## config.mk

```make
export PLATFORM = sky130hd
export DESIGN_NAME = multi_alarm_clock_flat
export DESIGN_NICKNAME = d
export VERILOG_FILES = /design/src/rtl/clock_pkg.sv /design/src/rtl/multi_alarm_clock_if.sv /design/src/rtl/alarm_bank.sv /design/src/rtl/multi_alarm_clock.sv /design/src/flat_wrapper.sv
export SDC_FILE = /design/constraint.sdc
export NUM_CORES = 1
export LEC_CHECK = 0
export ABC_AREA = 1
export CORE_MARGIN = 2
export CORE_UTILIZATION = 57
export DETAILED_ROUTE_END_ITERATION = 6
export PLACE_DENSITY = 0.77
export SKIP_CTS_REPAIR_TIMING = 1
export SYNTH_ARGS = -nofsm -noshare
export SYNTH_HDL_FRONTEND = slang
export SYNTH_SLANG_ARGS = --single-unit
```

## constraint.sdc

```tcl
create_clock -name clk -period 9.7 [get_ports clk]
set_clock_uncertainty 0.1 [all_clocks]
set_input_delay 2.425 -clock clk [delete_from_list [all_inputs] [get_ports clk]]
set_output_delay 2.425 -clock clk [all_outputs]
set_load 0.01 [all_outputs]
```

## src/rtl/clock_pkg.sv

```systemverilog
// Shared types and helpers for the multi-alarm clock.
// Time is carried as a packed HH:MM pair throughout.
package clock_pkg;

   localparam int MIN_W        = 6;
   localparam int HOUR_W       = 5;
   localparam int MINS_PER_DAY = 1440;

   typedef struct packed {
      logic [HOUR_W-1:0] hour;
      logic [MIN_W-1:0]  min;
   } hhmm_t;

   typedef enum logic [1:0] {
      IDLE,
      RING,
      SNOOZE
   } ring_state_e;

   function automatic hhmm_t hhmm_add(hhmm_t t, int m);
      int    tot;
      hhmm_t r;
      tot    = (int'(t.hour) * 60 + int'(t.min) + m) % MINS_PER_DAY;
      r.hour = HOUR_W'(tot / 60);
      r.min  = MIN_W'(tot % 60);
      return r;
   endfunction

   function automatic logic hhmm_ok(logic [MIN_W-1:0] m,
                                    logic [HOUR_W-1:0] h);
      return (m <= MIN_W'(59)) && (h <= HOUR_W'(23));
   endfunction

endpackage

```

## src/rtl/multi_alarm_clock_if.sv

```systemverilog
// Settings/display bundle between the controller and the clock core.
// master = settings controller side, slave = clock core.
interface multi_alarm_clock_if #(
   parameter int NUM_ALARMS = 4
);
   import clock_pkg::*;

   localparam int SEL_W = (NUM_ALARMS > 1) ? $clog2(NUM_ALARMS) : 1;

   logic                  load_time;
   logic                  load_alarm;
   logic [SEL_W-1:0]      alarm_sel;
   logic                  alarm_en_wr;
   logic                  alarm_en_val;
   logic [MIN_W-1:0]      set_min;
   logic [HOUR_W-1:0]     set_hour;
   logic                  snooze_btn;
   logic                  stop_btn;
   logic [MIN_W-1:0]      minutes;
   logic [HOUR_W-1:0]     hours;
   logic [MIN_W-1:0]      rd_alarm_min;
   logic [HOUR_W-1:0]     rd_alarm_hour;
   logic [NUM_ALARMS-1:0] alarm_en;
   logic                  ringing;
   logic [SEL_W-1:0]      ring_id;
   logic                  alarm_trigger;

   modport master (
      output load_time, load_alarm, alarm_sel, alarm_en_wr,
             alarm_en_val, set_min, set_hour, snooze_btn, stop_btn,
      input  minutes, hours, rd_alarm_min, rd_alarm_hour,
             alarm_en, ringing, ring_id, alarm_trigger
   );

   modport slave (
      input  load_time, load_alarm, alarm_sel, alarm_en_wr,
             alarm_en_val, set_min, set_hour, snooze_btn, stop_btn,
      output minutes, hours, rd_alarm_min, rd_alarm_hour,
             alarm_en, ringing, ring_id, alarm_trigger
   );

endinterface

```

## src/rtl/alarm_bank.sv

```systemverilog
// Alarm slot storage, enables, read mux and lowest-index
// match encoder against the current time.
module alarm_bank
   import clock_pkg::*;
#(
   parameter int NUM_ALARMS = 4,
   parameter int SEL_W      = 2
) (
   input  logic                  clk,
   input  logic                  rst,
   input  logic                  load_i,
   input  logic                  en_wr_i,
   input  logic                  en_val_i,
   input  logic [SEL_W-1:0]      sel_i,
   input  hhmm_t                 wdata_i,
   input  hhmm_t                 now_i,
   output hhmm_t                 rdata_o,
   output logic [NUM_ALARMS-1:0] en_o,
   output logic                  match_o,
   output logic [SEL_W-1:0]      match_id_o
);

   hhmm_t                 slot_q [NUM_ALARMS];
   logic [NUM_ALARMS-1:0] en_q;
   logic                  sel_ok;

   assign sel_ok = int'(sel_i) < NUM_ALARMS;
   assign en_o   = en_q;

   always_ff @(posedge clk or posedge rst) begin
      if (rst) begin
         for (int i = 0; i < NUM_ALARMS; i++)
            slot_q[i] <= '0;
         en_q <= '0;
      end else begin
         if (load_i && sel_ok)
            slot_q[sel_i] <= wdata_i;
         if (en_wr_i && sel_ok)
            en_q[sel_i] <= en_val_i;
      end
   end

   always_comb begin
      rdata_o = '0;
      if (sel_ok)
         rdata_o = slot_q[sel_i];
   end

   // Scan high to low so the lowest matching slot is left standing.
   always_comb begin
      match_o    = 1'b0;
      match_id_o = '0;
      for (int i = NUM_ALARMS - 1; i >= 0; i--) begin
         if (en_q[i] && (slot_q[i] == now_i)) begin
            match_o    = 1'b1;
            match_id_o = SEL_W'(i);
         end
      end
   end

endmodule

```

## src/rtl/multi_alarm_clock.sv

```systemverilog
// HH:MM timekeeping with a bank of alarms, snooze and ring
// timeout; tick, time counters and ring FSM live here.
module multi_alarm_clock
   import clock_pkg::*;
#(
   parameter int TICK_COUNT_MAX = 10000000,
   parameter int NUM_ALARMS     = 4,
   parameter int SNOOZE_MIN     = 5,
   parameter int RING_TIMEOUT   = 3
) (
   input logic                clk,
   input logic                rst,
   multi_alarm_clock_if.slave ctl
);

   localparam int SEL_W =
      (NUM_ALARMS > 1) ? $clog2(NUM_ALARMS) : 1;
   localparam int CNT_W =
      (TICK_COUNT_MAX > 1) ? $clog2(TICK_COUNT_MAX) : 1;

   logic [CNT_W-1:0] cnt_q, cnt_d;
   hhmm_t            time_q, time_d;
   logic             chg_q, chg_d;
   ring_state_e      state_q, state_d;
   logic [3:0]       ring_min_cnt_q;
   logic [SEL_W-1:0] ring_id_q;
   logic             trig_q;
   hhmm_t            snz_q;

   logic             tick, load_ok, alarm_ok, dis;
   logic             match;
   logic [SEL_W-1:0] match_id;
   hhmm_t            set_val, rd_val;
   logic             enter_ring;

   assign set_val  = '{hour: ctl.set_hour, min: ctl.set_min};
   assign tick     = cnt_q == CNT_W'(TICK_COUNT_MAX - 1);
   assign load_ok  = ctl.load_time &&
                     hhmm_ok(ctl.set_min, ctl.set_hour);
   assign alarm_ok = ctl.load_alarm &&
                     hhmm_ok(ctl.set_min, ctl.set_hour);
   assign dis      = ctl.alarm_en_wr && !ctl.alarm_en_val &&
                     (ctl.alarm_sel == ring_id_q);

   alarm_bank #(
      .NUM_ALARMS(NUM_ALARMS),
      .SEL_W     (SEL_W)
   ) u_bank (
      .clk       (clk),
      .rst       (rst),
      .load_i    (alarm_ok),
      .en_wr_i   (ctl.alarm_en_wr),
      .en_val_i  (ctl.alarm_en_val),
      .sel_i     (ctl.alarm_sel),
      .wdata_i   (set_val),
      .now_i     (time_q),
      .rdata_o   (rd_val),
      .en_o      (ctl.alarm_en),
      .match_o   (match),
      .match_id_o(match_id)
   );

   // A load overrides the tick and restarts the minute.
   always_comb begin
      cnt_d  = cnt_q + 1'b1;
      time_d = time_q;
      chg_d  = load_ok || tick;
      if (load_ok) begin
         cnt_d  = '0;
         time_d = set_val;
      end else if (tick) begin
         cnt_d  = '0;
         time_d = hhmm_add(time_q, 1);
      end
   end

   always_ff @(posedge clk or posedge rst) begin
      if (rst) begin
         cnt_q  <= '0;
         time_q <= '0;
         chg_q  <= 1'b0;
      end else begin
         cnt_q  <= cnt_d;
         time_q <= time_d;
         chg_q  <= chg_d;
      end
   end

   always_ff @(posedge clk or posedge rst) begin
      if (rst)
         state_q <= IDLE;
      else
         state_q <= state_d;
   end

   always_comb begin
      state_d = state_q;
      unique case (state_q)
         IDLE:
            if (chg_q && match)
               state_d = RING;
         RING:
            if (ctl.stop_btn || dis)
               state_d = IDLE;
            else if (ctl.snooze_btn)
               state_d = SNOOZE;
            else if (tick && ring_min_cnt_q ==
                     4'(RING_TIMEOUT - 1))
               state_d = IDLE;
         SNOOZE:
            if (ctl.stop_btn || dis)
               state_d = IDLE;
            else if (chg_q && time_q == snz_q)
               state_d = RING;
         default:
            state_d = IDLE;
      endcase
   end

   assign enter_ring = (state_d == RING) && (state_q != RING);

   always_ff @(posedge clk or posedge rst) begin
      if (rst) begin
         ring_min_cnt_q <= '0;
         ring_id_q      <= '0;
         trig_q         <= 1'b0;
         snz_q          <= '0;
      end else begin
         trig_q <= enter_ring;
         if (enter_ring)
            ring_min_cnt_q <= '0;
         else if (state_q == RING && tick)
            ring_min_cnt_q <= ring_min_cnt_q + 1'b1;
         if (state_q == IDLE && enter_ring)
            ring_id_q <= match_id;
         if (state_q == RING && state_d == SNOOZE)
            snz_q <= hhmm_add(time_q, SNOOZE_MIN);
      end
   end

   always_comb begin
      ctl.ringing       = state_q == RING;
      ctl.alarm_trigger = trig_q;
      ctl.ring_id       = ring_id_q;
      ctl.minutes       = time_q.min;
      ctl.hours         = time_q.hour;
      ctl.rd_alarm_min  = rd_val.min;
      ctl.rd_alarm_hour = rd_val.hour;
   end

endmodule
```

## src/flat_wrapper.sv

```systemverilog
// flat-port wrapper written by rule: the top's interface ports become plain ports
module multi_alarm_clock_flat import clock_pkg::*;
#(
   parameter int TICK_COUNT_MAX = 10000000,
   parameter int NUM_ALARMS     = 4,
   parameter int SNOOZE_MIN     = 5,
   parameter int RING_TIMEOUT   = 3
)
  (clk, rst, ctl_load_time, ctl_load_alarm, ctl_alarm_sel, ctl_alarm_en_wr, ctl_alarm_en_val, ctl_set_min, ctl_set_hour, ctl_snooze_btn, ctl_stop_btn, ctl_minutes, ctl_hours, ctl_rd_alarm_min, ctl_rd_alarm_hour, ctl_alarm_en, ctl_ringing, ctl_ring_id, ctl_alarm_trigger);
  multi_alarm_clock_if #(.NUM_ALARMS(NUM_ALARMS)) ctl_i ();
  input logic clk;
  input logic rst;
  input wire logic [$bits(ctl_i.load_time)-1:0] ctl_load_time;
  input wire logic [$bits(ctl_i.load_alarm)-1:0] ctl_load_alarm;
  input wire logic [$bits(ctl_i.alarm_sel)-1:0] ctl_alarm_sel;
  input wire logic [$bits(ctl_i.alarm_en_wr)-1:0] ctl_alarm_en_wr;
  input wire logic [$bits(ctl_i.alarm_en_val)-1:0] ctl_alarm_en_val;
  input wire logic [$bits(ctl_i.set_min)-1:0] ctl_set_min;
  input wire logic [$bits(ctl_i.set_hour)-1:0] ctl_set_hour;
  input wire logic [$bits(ctl_i.snooze_btn)-1:0] ctl_snooze_btn;
  input wire logic [$bits(ctl_i.stop_btn)-1:0] ctl_stop_btn;
  output wire logic [$bits(ctl_i.minutes)-1:0] ctl_minutes;
  output wire logic [$bits(ctl_i.hours)-1:0] ctl_hours;
  output wire logic [$bits(ctl_i.rd_alarm_min)-1:0] ctl_rd_alarm_min;
  output wire logic [$bits(ctl_i.rd_alarm_hour)-1:0] ctl_rd_alarm_hour;
  output wire logic [$bits(ctl_i.alarm_en)-1:0] ctl_alarm_en;
  output wire logic [$bits(ctl_i.ringing)-1:0] ctl_ringing;
  output wire logic [$bits(ctl_i.ring_id)-1:0] ctl_ring_id;
  output wire logic [$bits(ctl_i.alarm_trigger)-1:0] ctl_alarm_trigger;
  assign ctl_i.load_time = ctl_load_time;
  assign ctl_i.load_alarm = ctl_load_alarm;
  assign ctl_i.alarm_sel = ctl_alarm_sel;
  assign ctl_i.alarm_en_wr = ctl_alarm_en_wr;
  assign ctl_i.alarm_en_val = ctl_alarm_en_val;
  assign ctl_i.set_min = ctl_set_min;
  assign ctl_i.set_hour = ctl_set_hour;
  assign ctl_i.snooze_btn = ctl_snooze_btn;
  assign ctl_i.stop_btn = ctl_stop_btn;
  assign ctl_minutes = ctl_i.minutes;
  assign ctl_hours = ctl_i.hours;
  assign ctl_rd_alarm_min = ctl_i.rd_alarm_min;
  assign ctl_rd_alarm_hour = ctl_i.rd_alarm_hour;
  assign ctl_alarm_en = ctl_i.alarm_en;
  assign ctl_ringing = ctl_i.ringing;
  assign ctl_ring_id = ctl_i.ring_id;
  assign ctl_alarm_trigger = ctl_i.alarm_trigger;
  multi_alarm_clock #(.TICK_COUNT_MAX(TICK_COUNT_MAX), .NUM_ALARMS(NUM_ALARMS), .SNOOZE_MIN(SNOOZE_MIN), .RING_TIMEOUT(RING_TIMEOUT)) u_core (.clk(clk), .rst(rst), .ctl(ctl_i));
endmodule
```

==> impl.org, run 1 <==
** Run status
- Run status :: complete, no violations

** Yosys
- Number of register bits inferred by synthesis :: 104
- The largest total area in the synthesized netlist belongs to sky130_fd_sc_hd__dfrtp_1.
- Sequential cells were found to cover 32.7% of the synthesized design area.
- Counting every net in the synthesized netlist gives 1205.
- Synthesis produced 1154 cells.
- Share of flip-flops with an asynchronous set or reset after synthesis :: 100%
- Total number of yosys warnings :: 0
- Yosys attributes the largest share of cell area to sky130_fd_sc_hd__dfrtp_1 (33%), sky130_fd_sc_hd__nand2_1 (15%), sky130_fd_sc_hd__inv_1 (8.3%).
- Number of distinct standard cells referenced by the synthesized netlist :: 51
- Mean instance size in the synthesized netlist :: between 6 and 7 um2
- Combined area of all synthesized cells :: 0.00796 mm2
- Proportion of netlist area held by the largest area contributor :: 32.7%
- In this run, synthesis inferred 0 flip-flops with an integrated enable.
- Most used flip-flop cell after synthesis :: sky130_fd_sc_hd__dfrtp_1

** Placement
- Number of buffers inserted by port buffering :: 50
- GPL Wtd Cong :: 0.970
- Summed over all nets, the half-perimeter wirelength after detailed placement is 15500 um.
- After detailed placement, the design holds a cell count of 1364.
- Worst slack, placed :: 2530 ps

** Critical path
- The worst setup path is launched from an input pin.
- Critical path data arrival time :: 4710 ps
- The worst setup path is captured at an output port.
- Along the worst path, the maximum fanout reaches 14.
- STA puts the critical path data required time at 7180 ps.
- The setup path with the least slack is of type input pin to output port.

** Clock tree
- CTS saw 104 sinks.
- The clock reaches the later pin of the worst-skew pair after ~350 ps.
- CTS buffer count :: 9
- H-tree levels :: 3
- Clock transition at the register clock pins on the worst setup and hold paths after CTS :: 70 ps
- TritonCTS built the clock tree.
- Counting along the longest clock path gives a buffer depth of 2.
- The tree is rooted in a sky130_fd_sc_hd__clkbuf_16.

** Timing
- At the pin with the least slew margin, the transition time is 1070 ps.
- Setup repair after global routing left no endpoint under its margin.
- Summed over all failing endpoints, the final setup total negative slack is 0 ps.
- In this run the tightest slew margin relative to its limit is between 20% and 30%.
- Number of failing setup endpoints in the final timing report :: 0
- The worst path meets setup with 2460 ps of slack.
- Max Clock Freq :: ~140 MHz
- Shortest period the worst path allows :: roughly 7200 ps
- Max Slew Vio Count :: 0
- Period utilisation layout :: 74.6%
- The final hold violation count was 0.

** Floorplanning
- Floorplan die area :: 0.0149 mm2
- Measured along the x axis, the die boundary spans 122 um.
- Placeable Area :: ~0.014 mm2
- Overall die height :: 122 um
- 51 I/O pins were placed.
- The floorplan has 43 rows.
- For this configuration, the core starts out at a cell density of between 50 and 60%.

** Job
- Max_cap viols :: 0

** Routing
- DR vias :: between 7000 and 8000
- Metal2 WL :: approximately 9600 um
- Highest signal layer in the routed design :: met4
- For this run, design rule violations remaining after detail routing come to 0.
- Post-Route M1 WL :: between 9000 and 10000 um
- The first detailed-routing pass ran for 5 iterations.
- Wire length on met3 :: around 1100 um
- For this block, the initial DRC count from the detailed router was 648.
- In the final routed layout, each cell accounts on average for 14.7 um.
- Summed over all layers, the routed wires come to around 20000 um.
- Via density per instance :: ~5.5
- Once detail routing completed, the nets flagged for antenna violations numbered 0.

** Global route
- Global routing used 28.4% of the available tracks.
- Wire length of the first global-routing pass :: between 30000 and 40000 um
- Entering global routing, the biggest net connects 70 pins.
- For this run the aggregate overflow at the end of global routing stands at 0.
- The number of global-route vias before repair came to between 7000 and 8000.
- Number of antenna violations at the first check in global routing :: 0

** Finish
- Proportion of layout cells with a drive suffix above 1 :: 7.00%
- Final instance count without filler cells :: about 1400
- The repair_antennas step left the layout with diodes totalling 0.
- From synthesis to final layout, the design area changed by 12.0%.
- Top library cells by usage in the layout, fill and taps aside :: sky130_fd_sc_hd__nand2_1 (315), sky130_fd_sc_hd__inv_1 (174), sky130_fd_sc_hd__dfrtp_1 (104)
- Most common library cell in the layout ignoring fill and taps :: sky130_fd_sc_hd__nand2_1
- For this run, the post-layout net count is 1246.

** Worst hold path
- In this run the worst hold path is classified as register to register.
==> worst max-delay path: stages <==
cell and delay, ps:
sky130_fd_sc_hd__clkdlybuf4s50_1 460, sky130_fd_sc_hd__nor2_1 850, sky130_fd_sc_hd__a22oi_1 220, sky130_fd_sc_hd__o221ai_1 160
sky130_fd_sc_hd__clkdlybuf4s50_1 590
==> cells by family after synthesis <==
logic type                 count (synthesis)  share of synthesized area [%]
DFF                                      104                           32.7
adders and majority gates                 30                           5.47
xor gates and xnor gates                  40                           4.69
and+or+nand+nor                          563                           31.4
AOI/OAI and AO/OA                        205                           15.6
buffers and inverters                    212                           10.1
==> through the flow <==
stage / hold WS [ps] / utilization (%) / instance area (um2)
after global placement: 355 / 62.6 / 8620
after floorplan: 333 / - / 7960
after CTS: 383 / 64.7 / 8910
after global routing: 406 / 64.7 / 8910
final: 381 / 64.7 / 8910
after detailed placement: 373 / 62.6 / 8620
==> metal layers <==
metal | track usage [%] | up-vias
met5 | 0 | -
met4 | 7.33 | 0
met3 | 4.73 | 25
met2 | 47.3 | 211
met1 | 38.6 | 3521
li1 | - | 3826
==> path summary, 6_finish.rpt <==
check	from	endpoint	slack (ps)	cells past startpoint
setup / recovery	ctl_alarm_sel[0]	ctl_rd_alarm_hour[3]	2460	5
hold / removal	u_core.cnt_q[0]$_DFF_PP0_	u_core.cnt_q[0]$_DFF_PP0_	380	1
setup reg to reg	u_core.ctl.hours[0]$_DFFE_PP0P_	u_core.snz_q[5]$_DFFE_PP0P_	2510	47
hold reg to reg	u_core.cnt_q[0]$_DFF_PP0_	u_core.cnt_q[0]$_DFF_PP0_	380	1
max in group asynchronous	rst	u_core.snz_q[6]$_DFFE_PP0P_	5910	3
min in group asynchronous	rst	u_core.ring_min_cnt_q[1]$_DFFE_PP0P_	2340	2
==> registers in the layout, summed over array words and instances, names as in the netlist <==
signal / flops
u_core.chg_q: 1
u_core.cnt_q: 24
u_core.ctl.alarm_trigger: 1
u_core.ctl.hours: 5
u_core.ctl.minutes: 6
u_core.ctl.ring_id: 2
u_core.ring_min_cnt_q: 4
u_core.snz_q: 11
u_core.state_q: 2
u_core.u_bank.en_o: 4
u_core.u_bank.slot_q: 44
==> final cells by class <==
cell class / count / area (um2)
fill: 1281 / 4860
tap: 180 / 225
timing repair buffer: 53 / 523
clock buffer: 10 / 229
multi-input combinational: 838 / 4550
clock inverter: 6 / 65.1
sequential: 104 / 2600
inverter: 189 / 712
==> synthesized netlist by cell type (5+ instances only) <==
cell	count
sky130_fd_sc_hd__or2_2	6
sky130_fd_sc_hd__clkinv_1	5
sky130_fd_sc_hd__nand4_1	21
sky130_fd_sc_hd__nor2_1	89
sky130_fd_sc_hd__o211ai_1	6
sky130_fd_sc_hd__ha_1	22
sky130_fd_sc_hd__o2111ai_1	7
sky130_fd_sc_hd__nand3_1	65
sky130_fd_sc_hd__a21oi_1	23
sky130_fd_sc_hd__nand3_2	6
sky130_fd_sc_hd__nor4_1	9
sky130_fd_sc_hd__nand2_4	7
sky130_fd_sc_hd__o21ai_0	100
sky130_fd_sc_hd__nor3_1	13
sky130_fd_sc_hd__nand2_2	20
sky130_fd_sc_hd__xor2_1	25
sky130_fd_sc_hd__o22ai_1	11
sky130_fd_sc_hd__o21ai_1	10
sky130_fd_sc_hd__clkbuf_1	20
sky130_fd_sc_hd__inv_1	175
sky130_fd_sc_hd__fa_1	8
sky130_fd_sc_hd__o221ai_1	6
sky130_fd_sc_hd__inv_2	9
sky130_fd_sc_hd__xnor2_1	12
sky130_fd_sc_hd__dfrtp_1	104
sky130_fd_sc_hd__a22oi_1	16
sky130_fd_sc_hd__nand2_1	315
Power of run 1 is not shown: default switching activity piles up to over one toggle a cycle in this logic, so the estimate is an artifact.
==> inputs of run 2 (changes only) <==
--- a/config.mk
+++ b/config.mk
@@ -7,9 +7,9 @@
 export LEC_CHECK = 0
 export ABC_AREA = 1
 export CORE_MARGIN = 2
-export CORE_UTILIZATION = 57
+export CORE_UTILIZATION = 55
 export DETAILED_ROUTE_END_ITERATION = 6
-export PLACE_DENSITY = 0.77
+export PLACE_DENSITY = 0.78
 export SKIP_CTS_REPAIR_TIMING = 1
 export SYNTH_ARGS = -nofsm -noshare
 export SYNTH_HDL_FRONTEND = slang
==> constraint.sdc (replaced) <==
create_clock -name clk -period 5.96 [get_ports clk]
set_clock_uncertainty 0.1 [all_clocks]
set_input_delay 1.49 -clock clk [delete_from_list [all_inputs] [get_ports clk]]
set_output_delay 1.49 -clock clk [all_outputs]
set_load 0.01 [all_outputs]
==> impl.org, run 2 (synthesized netlist as in run 1, its figures left out) <==
** Finish
- Max reg flops :: 44
- Number of diodes added for antenna fixing :: 0
- The library cell used most frequently in the layout, excluding fill and tap cells, is sky130_fd_sc_hd__nand2_1.
- The top cell types in the final layout, fill and taps aside, are sky130_fd_sc_hd__nand2_1 (266), sky130_fd_sc_hd__inv_1 (163), sky130_fd_sc_hd__buf_4 (121).
- Proportion of layout cells with a drive suffix above 1 :: 23.2%
- Number of nets at the end of the flow :: 1367
- Final instance count without filler cells :: ~1500
- In the final layout, the registers with the most flip-flops are u_core.u_bank.slot_q x44, u_core.cnt_q x24, u_core.snz_q x11.
- The finished cells cover slightly above 0.01 mm2.
- Largest Register :: u_core.u_bank.slot_q
- Compared with the post-synthesis result, the final layout area differs by 30.2%.

** Timing
- Slew @ Worst Pin :: 922 ps
- Period utilisation layout :: 114%
- Setup repair after global routing could not meet its margin everywhere.
- The worst pin sits at a relative slew slack of just under 40%.
- The final hold violation count was 0.
- Final worst slack :: -829 ps
- Shortest period the worst path allows :: 6790 ps
- Summed over all failing endpoints, the final setup total negative slack is -7280 ps.
- Number of failing setup endpoints in the final timing report :: 12
- The number of pins with negative max-slew slack in the final report is 0.
- Timing would allow up to 147 MHz.

** Clock tree
- The H-tree was split into 3 levels.
- The root buffer cell chosen for the clock tree is sky130_fd_sc_hd__clkbuf_16.
- The number of clock buffers added by TritonCTS is 9.
- The clock drives 104 sinks.
- Clock tree from TritonCTS :: yes
- After clock tree synthesis, the clock-pin slew on the worst setup and hold paths is 70 ps.
- Counting along the longest clock path gives a buffer depth of 2.
- Source-to-sink clock delay at the later pin of the worst-skew pair :: 350 ps

** Placement
- Summed over all nets, the half-perimeter wirelength after detailed placement is approximately 17000 um.
- Number of buffers inserted by port buffering :: 50
- Count of placed standard cells including taps :: 1469
- The congestion estimate from routability-driven global placement came to 0.948.
- In this run the cell area measured after placement is 0.00946 mm2.
- Worst slack, placed :: -682 ps

** Floorplanning
- Placeable Area :: approximately 0.014 mm2
- Top Ports :: 51
- From left edge to right edge, the die measures approximately 120 um.
- Floorplan die area :: 0.0154 mm2
- For this configuration, the core starts out at a cell density of 56.9%.
- Row generation in the floorplan step produced 43 rows.
- From bottom edge to top edge, the die measures 124 um.

** Critical path
- For this run, the slowest stage of the critical path takes 580 ps.
- Element type at the critical path start :: register
- Required time worst endpoint :: 6080 ps
- Nature of the critical path endpoint :: register
- The most numerous cell type found on the critical path is sky130_fd_sc_hd__nand2_2.
- Critical path data arrival time :: 6910 ps
- Worst setup path class :: register to register
- Of all nets on the critical path, the largest fanout is 5.
- Slowest cell on the critical path :: sky130_fd_sc_hd__fa_1

** Routing
- Count of nets left with antenna violations after detail routing :: 0
- DRC :: 0
- The first TritonRoute pass finished after 5 iterations.
- Using the TritonRoute via totals, the vias-per-cell ratio works out to 5.66.
- Initial DRC count :: 624
- Dividing the detail-routed wire length by the instance count gives 15.9 um.
- For this block, the routed nets add up to 23800 um of wire.
- Detailed routing inserted a total of 8494 vias.

** Global route
- The number of antenna violations at the first check in global routing is 0.
- Global routing usage summed across all routing layers :: 29.1%
- Largest net degree at the start of global routing :: 76
- The first global-routing pass estimated about 37000 um of wire.
- The number of global-route vias before repair was 7797.
- Summed over all layers, the global routing overflow is 0.

** Job
- Max_cap viols :: 0

** Worst hold path
- Worst min path class :: register to register

** Run status
- Failing checks :: negative setup slack
- Run status :: finished with violations
## run 2: layout make-up
| cell class | count | area [um2] |
|---|---|---|
| repair buffers | 174 | 1440 |
| clock buffers | 11 | 253 |
| well taps | 180 | 225 |
| flip-flops and latches | 104 | 2610 |
| multi-input cells | 838 | 5060 |
| inverters | 189 | 721 |
| clock inverters | 5 | 60.1 |
| fillers | 1046 | 3620 |
## run 2: final timing paths
check                                                 from                                    to  slack (ps)  cells after the start
setup reg to reg           u_core.ctl.hours[0]$_DFFE_PP0P_           u_core.snz_q[4]$_DFFE_PP0P_        -830                     48
hold / removal                   u_core.cnt_q[0]$_DFF_PP0_             u_core.cnt_q[0]$_DFF_PP0_         390                      1
setup / recovery           u_core.ctl.hours[0]$_DFFE_PP0P_           u_core.snz_q[4]$_DFFE_PP0P_        -830                     48
max in group asynchronous                              rst  u_core.u_bank.slot_q[24]$_DFFE_PP0P_        3210                      3
min in group asynchronous                              rst            u_core.cnt_q[18]$_DFF_PP0_        1590                      2
hold reg to reg                  u_core.cnt_q[0]$_DFF_PP0_             u_core.cnt_q[0]$_DFF_PP0_         390                      1
## run 2: per-stage QoR
stage,hold slack (ps),util [%]
after CTS,389,69.8
after global routing,418,74.1
after floorplan,333,-
final,386,74.1
after detailed placement,375,67.6
after global placement,350,67.6
## run 2: layer usage
layer	part of all wire [%]	wire (um)	up-vias	track usage (%)
met5	0	0	-	0
met4	3.6	855	0	10.1
met3	8.3	1980	73	6.70
met2	46	10900	381	45.3
met1	42	10100	3969	40.2
li1	-	-	4071	-
## run 2: critical path, delay by kind of cell, from the launching register on
kind / cells / cell delay [ps]
flip-flops: 1 / 420
buffers and inverters: 7 / 370
adder cells (fa/ha/maj): 5 / 2040
AND/OR/NAND/NOR: 30 / 2590
XOR/XNOR: 1 / 190
AO/OA/AOI/OAI: 5 / 920
Power of run 2 is left out for the same reason.
